### src/rtl/f8_mem_arbiter.sv
// Arbitrates one byte-wide sync RAM between cpu fetch/read/write ports and a DMA port; read done at N+2, write at N+1 cycles after grant.
// Backpressure: requesters hold req until their done pulse; cpu_stall holds the cpu while any cpu request is outstanding.
module f8_mem_arbiter #(
  parameter bit DMA_RR = 1'b1
) (
  input  logic        clk,
  input  logic        reset,
  input  logic        ireq,
  input  logic [15:0] iaddr,
  output logic [23:0] idata,
  output logic        idone,
  input  logic        dread_req,
  input  logic [15:0] dread_addr,
  output logic [15:0] dread_data,
  output logic        dread_done,
  input  logic [1:0]  dwrite_en,
  input  logic [15:0] dwrite_addr,
  input  logic [15:0] dwrite_data,
  output logic        dwrite_done,
  input  logic        dma_req,
  input  logic        dma_we,
  input  logic [15:0] dma_addr,
  input  logic [7:0]  dma_wdata,
  output logic [15:0] dma_rdata,
  output logic        dma_done,
  output logic        cpu_stall,
  output logic [15:0] mem_addr,
  output logic        mem_re,
  output logic        mem_we,
  output logic [7:0]  mem_wdata,
  input  logic [7:0]  mem_rdata
);

  typedef enum logic [1:0] {S_IDLE, S_XFER, S_DONE} state_t;
  typedef enum logic [1:0] {OWN_IF, OWN_DR, OWN_DW, OWN_DMA} owner_t;

  state_t      state_q, state_d;
  owner_t      owner_q, owner_d;
  logic [15:0] addr_q, addr_d;
  logic        wr_q, wr_d;
  logic [1:0]  n_q, n_d;
  logic [1:0]  cnt_q, cnt_d;
  logic [1:0]  wen_q, wen_d;
  logic [15:0] wdata_q, wdata_d;
  logic        last_dma_q, last_dma_d;
  logic [23:0] rbuf_q, rbuf_d;
  logic [23:0] idata_q, idata_d;
  logic [15:0] dread_data_q, dread_data_d;
  logic [15:0] dma_rdata_q, dma_rdata_d;

  logic        cpu_any;
  logic        grant_dma;
  logic [1:0]  off;
  logic        mem_re_c, mem_we_c;
  logic [15:0] mem_addr_c;
  logic [7:0]  mem_wdata_c;

  assign cpu_any = ireq | dread_req | (|dwrite_en);

  always_comb begin
    state_d      = state_q;
    owner_d      = owner_q;
    addr_d       = addr_q;
    wr_d         = wr_q;
    n_d          = n_q;
    cnt_d        = cnt_q;
    wen_d        = wen_q;
    wdata_d      = wdata_q;
    last_dma_d   = last_dma_q;
    rbuf_d       = rbuf_q;
    idata_d      = idata_q;
    dread_data_d = dread_data_q;
    dma_rdata_d  = dma_rdata_q;
    grant_dma    = 1'b0;
    mem_re_c     = 1'b0;
    mem_we_c     = 1'b0;
    mem_addr_c   = 16'h0000;
    mem_wdata_c  = 8'h00;
    // A lone upper-byte write starts at addr+1; otherwise bytes go out in cnt order.
    off = (wr_q && wen_q == 2'b10) ? 2'd1 : cnt_q;

    case (state_q)
      S_IDLE: begin
        if (cpu_any || dma_req) begin
          grant_dma  = dma_req && (!cpu_any || (DMA_RR && !last_dma_q));
          state_d    = S_XFER;
          cnt_d      = 2'd0;
          last_dma_d = grant_dma;
          if (grant_dma) begin
            owner_d = OWN_DMA;
            addr_d  = dma_addr;
            wr_d    = dma_we;
            n_d     = dma_we ? 2'd1 : 2'd2;
            wen_d   = 2'b01;
            wdata_d = {8'h00, dma_wdata};
          end else if (|dwrite_en) begin
            owner_d = OWN_DW;
            addr_d  = dwrite_addr;
            wr_d    = 1'b1;
            n_d     = {1'b0, dwrite_en[0]} + {1'b0, dwrite_en[1]};
            wen_d   = dwrite_en;
            wdata_d = dwrite_data;
          end else if (dread_req) begin
            owner_d = OWN_DR;
            addr_d  = dread_addr;
            wr_d    = 1'b0;
            n_d     = 2'd2;
          end else begin
            owner_d = OWN_IF;
            addr_d  = iaddr;
            wr_d    = 1'b0;
            n_d     = 2'd3;
          end
        end
      end
      S_XFER: begin
        if (wr_q) begin
          mem_we_c    = 1'b1;
          mem_addr_c  = addr_q + {14'b0, off};
          mem_wdata_c = off[0] ? wdata_q[15:8] : wdata_q[7:0];
          cnt_d       = cnt_q + 2'd1;
          if (cnt_q == n_q - 2'd1) state_d = S_DONE;
        end else begin
          if (cnt_q < n_q) begin
            mem_re_c   = 1'b1;
            mem_addr_c = addr_q + {14'b0, cnt_q};
          end
          case (cnt_q)
            2'd1:    rbuf_d[7:0]   = mem_rdata;
            2'd2:    rbuf_d[15:8]  = mem_rdata;
            2'd3:    rbuf_d[23:16] = mem_rdata;
            default: ;
          endcase
          cnt_d = cnt_q + 2'd1;
          // Results are published only on completion so outputs stay stable mid-transfer.
          if (cnt_q == n_q) begin
            state_d = S_DONE;
            case (owner_q)
              OWN_IF:  idata_d      = rbuf_d;
              OWN_DR:  dread_data_d = rbuf_d[15:0];
              OWN_DMA: dma_rdata_d  = rbuf_d[15:0];
              default: ;
            endcase
          end
        end
      end
      S_DONE:  state_d = S_IDLE;
      default: state_d = S_IDLE;
    endcase
  end

  always_ff @(posedge clk) begin
    if (reset) begin
      state_q      <= S_IDLE;
      owner_q      <= OWN_IF;
      addr_q       <= 16'h0000;
      wr_q         <= 1'b0;
      n_q          <= 2'd0;
      cnt_q        <= 2'd0;
      wen_q        <= 2'b00;
      wdata_q      <= 16'h0000;
      last_dma_q   <= 1'b0;
      rbuf_q       <= 24'h000000;
      idata_q      <= 24'h000000;
      dread_data_q <= 16'h0000;
      dma_rdata_q  <= 16'h0000;
    end else begin
      state_q      <= state_d;
      owner_q      <= owner_d;
      addr_q       <= addr_d;
      wr_q         <= wr_d;
      n_q          <= n_d;
      cnt_q        <= cnt_d;
      wen_q        <= wen_d;
      wdata_q      <= wdata_d;
      last_dma_q   <= last_dma_d;
      rbuf_q       <= rbuf_d;
      idata_q      <= idata_d;
      dread_data_q <= dread_data_d;
      dma_rdata_q  <= dma_rdata_d;
    end
  end

  // Reset gates the RAM strobes combinationally so an aborted write never lands.
  assign mem_re    = mem_re_c & ~reset;
  assign mem_we    = mem_we_c & ~reset;
  assign mem_addr  = reset ? 16'h0000 : mem_addr_c;
  assign mem_wdata = reset ? 8'h00 : mem_wdata_c;

  assign idone       = !reset && state_q == S_DONE && owner_q == OWN_IF;
  assign dread_done  = !reset && state_q == S_DONE && owner_q == OWN_DR;
  assign dwrite_done = !reset && state_q == S_DONE && owner_q == OWN_DW;
  assign dma_done    = !reset && state_q == S_DONE && owner_q == OWN_DMA;

  assign idata      = idata_q;
  assign dread_data = dread_data_q;
  assign dma_rdata  = dma_rdata_q;

  assign cpu_stall = (ireq & ~idone) | (dread_req & ~dread_done) | ((|dwrite_en) & ~dwrite_done);

endmodule
### config.mk
export PLATFORM = sky130hd
export DESIGN_NAME = f8_mem_arbiter
export DESIGN_NICKNAME = d
export VERILOG_FILES = /design/src/rtl/f8_mem_arbiter.sv
export SDC_FILE = /design/constraint.sdc
export NUM_CORES = 1
export LEC_CHECK = 0
export CAP_MARGIN = 20
export CORE_UTILIZATION = 51
export CTS_CLUSTER_DIAMETER = 50
export CTS_CLUSTER_SIZE = 25
export DETAILED_ROUTE_END_ITERATION = 6
export GPL_TIMING_DRIVEN = 0
export MAX_ROUTING_LAYER = met4
export PLACE_DENSITY = 0.93
export SLEW_MARGIN = 20
export SYNTH_ARGS = -nofsm -noshare
export SYNTH_HDL_FRONTEND = slang
export SYNTH_SLANG_ARGS = --single-unit
export TNS_END_PERCENT = 100
### constraint.sdc
create_clock -name clk -period 6.3 [get_ports clk]
set_input_delay 1.26 -clock clk [delete_from_list [all_inputs] [get_ports clk]]
set_output_delay 1.26 -clock clk [all_outputs]
set_load 0.1 [all_outputs]
==> impl_metrics.tcl, run 1 <==
set metrics [dict create \
    finalNetCount 1063 \
    drive_above_1_share_pct 7.71 \
    nFillCells 758 \
    yosys-top-cells-area "dfxtp_1 (40%), a211oi_1 (8.2%), mux2i_1 (7.8%)" \
    synth-seq-cells 124 \
    final_cell_area_um2 8800 \
    max_freq_mhz 175 \
    path_max_fanout 10 \
    ys_seq_area_share_pct 40.4 \
    root_buffer "clkbuf_16" \
    ys.flop_type "dfxtp_1" \
    grt_max_degree 17 \
    antenna_found_initial 0 \
    crit_arrival_ns 4.47 \
    hp-start "rbuf_q[4]" \
    dieArea_um2 12500 \
    synth.most_common_cell "dfxtp_1" \
    drv_slew 0 \
    drt-initial-drc-count 646 \
    synth_common_cells "dfxtp_1 (124), nor2_1 (115), nand2_1 (113)" \
    cp-end-kind "primary output" \
    num_antenna_cells 0 \
    endpoint "mem_addr[12]" \
    pre_cts_ws_ns 0.787 \
    cap_violations 0 \
    firstDrtPassIters 7 \
    portBuffers 189 \
    drc 8 \
    clkTransAtPathRegs_ns 0.05 \
    ys_async_sr_fraction_pct 0 \
    rsz0062_at_grt "false" \
    ir_drop_mv 0.230 \
    slowest_delay_ns 1.22 \
    grt_pass1_vias 6658 \
    grt-ovfl-total 0 \
    clock_sinks 124 \
    cp_slowest_cell "clkdlybuf4s50_1" \
    hp-class "reg2reg" \
    globalRouteTotalUtil_pct 35.3 \
    final-hold-violation-count 0 \
    power_density_nw_per_um2 357 \
    crit_type "reg2out" \
    yosys.area.top_type "dfxtp_1" \
    routed_wl_um 21300 \
    finalSetupViolCount 0 \
    cts_setup_buffers 0 \
    rr_startpoint "cnt_q[1]" \
    io_pins 191 \
    p_leak_nw 3.10 \
    rows 39 \
    syn-cell-area_um2 6140 \
    dp_hpwl_um 14800 \
    cp.required_ns 5.04 \
    cp.buffers_inverters 4 \
    finalClockSkew_ns 0.0142 \
    vias_per_cell 6.17 \
    cts_resized 0 \
    synth.avg_cell_area_um2 8.31 \
    outcome "finished with violations" \
    area_delta_synth_final_pct 43.3 \
    synth_top_area_share_pct 40.4 \
    crit_chain "clkbuf_1, a31oi_1, buf_2, inv_1, ha_1, fa_1, a32oi_1, nor3b_1, nand2_1, o311ai_1, clkdlybuf4s50_1" \
    htree_levels 4 \
    place_area_um2 8210 \
    violations "design-rule violations" \
    grt_pass1_wl_um 33900 \
    startpoint_type "register" \
    crit_family "buffers and inverters" \
    synth-edff-count 0 \
    place.gp.congestion 0.914 \
    final_util_pct 76.1 \
    worst-path-stages 11 \
    worstSetupStartpoint "wr_q" \
    min_period_ns 5.73 \
    start_util_pct 53.1 \
    syn_inst 739 \
    rr_worst_depth 6 \
    timing.hold.ws_ns 0.452 \
    timing.final.ws_setup_ns 0.572 \
    syn-num-nets 855 \
    synth_warnings 0 \
    cts_tree "built" \
    fp.dieH_um 112 \
    ant_nets 0 \
    core_um2 11600 \
    avgRoutedWirePerCell_um 19.3 \
    insertion_delay_ns 0.42 \
    die_width_um 112 \
    clockBufferDepth 2 \
    max-slew-margin-rel_pct 30.5 \
    reg2reg_to "rbuf_q[10]" \
    hold_buffers 0 \
    cts_buffers 17 \
    worst_pin_slew_ns 1.04 \
    fin_crit_sh_pct 90.9 \
    via_count 6802 \
    r2r_slack_ns 4.02 \
    synth.distinct_cells 53 \
]
==> state kept, by name, summed over array words and instances (netlist names), 16 cells and up <==
| signal | cells |
|---|---|
| idata | 24 |
| rbuf_q | 24 |
| addr_q | 16 |
| dma_rdata | 16 |
| dread_data | 16 |
| wdata_q | 16 |
==> worst min-delay path: stages (launching register included) <==
cell and delay (ns):
dfxtp_1 0.30, nand2_1 0.05, a21oi_1 0.05
==> where the power goes <==
part           total (W)  internal [W]  switching [W]
sequential      0.000986      0.000891      0.0000957
clock           0.000965      0.000568       0.000397
combinational    0.00119      0.000359       0.000829
==> cell usage in the layout, fill, tap and decap left out, types with 13 or more instances in the layout <==
cell / n
clkbuf_16: 17
clkbuf_1: 32
a311oi_1: 17
buf_2: 21
nand2_1: 113
mux2i_1: 48
o211ai_1: 27
a211oi_1: 67
a21oi_1: 48
nor2_1: 115
clkdlybuf4s50_1: 189
dfxtp_1: 124
a22oi_1: 13
==> how the worst min path moves through the flow <==
| stage | to | cells after the start | slack (ns) |
|---|---|---|---|
| 3_3_place_gp | rbuf_q[1] | 2 | 0.44 |
| 4_1_cts | rbuf_q[0] | 2 | 0.45 |
| 3_5_place_dp | rbuf_q[4] | 2 | 0.45 |
| 6_report | rbuf_q[4] | 2 | 0.45 |
| 5_1_grt | rbuf_q[4] | 2 | 0.47 |
| 2_1_floorplan | rbuf_q[0] | 2 | 0.44 |
==> area by class of cell <==
class	count	area, um2	area share, %
multi-input combinational	546	3350	38.0
inverter	12	45.0	0.512
clock buffer	18	439	4.99
tap	143	179	2.03
buffer	57	267	3.03
clock inverter	14	148	1.68
timing repair buffer	189	1890	21.5
sequential	124	2480	28.2
==> layer usage <==
layer,vias to the layer above,global-route usage [%],routed length [um]
li1,3106,-,-
met1,3164,42.0,8530
met2,434,55.1,9940
met3,98,8.49,1950
met4,0,19.4,892
met5,-,-,0
==> through the flow <==
stage,power [W],TNS [ns],instances
after floorplan,0.00182,-0.892,739
after global placement,0.00212,0,1071
after detailed placement,0.00215,0,1071
after CTS,0.00312,0,1103
after global routing,0.00324,0,1103
final,0.00314,0,1103
==> kinds of logic (layout without fill, tap and decap cells) <==
group,after synthesis,in the layout,synth area share (%)
compound gates,216,216,24.9
xor+xnor,2,2,0.285
fa+ha+maj,12,12,2.69
buf+inv,69,290,5.07
flops,124,124,40.4
mux,48,48,7.82
simple gates,268,268,18.8
Note: power is estimated with default switching activity, not from simulation.
==> inputs of run 2 (changes only) <==
Settings changed: TNS_END_PERCENT 100 to not set.
==> results of run 2 <==
No change in the layout: final DEF, timing and power equal those of run 1.
==> inputs of run 3 (changes only) <==
Settings changed: SKIP_CTS_REPAIR_TIMING set to 1.
==> results of run 3 <==
No change in the layout: final DEF, timing and power equal those of run 1.
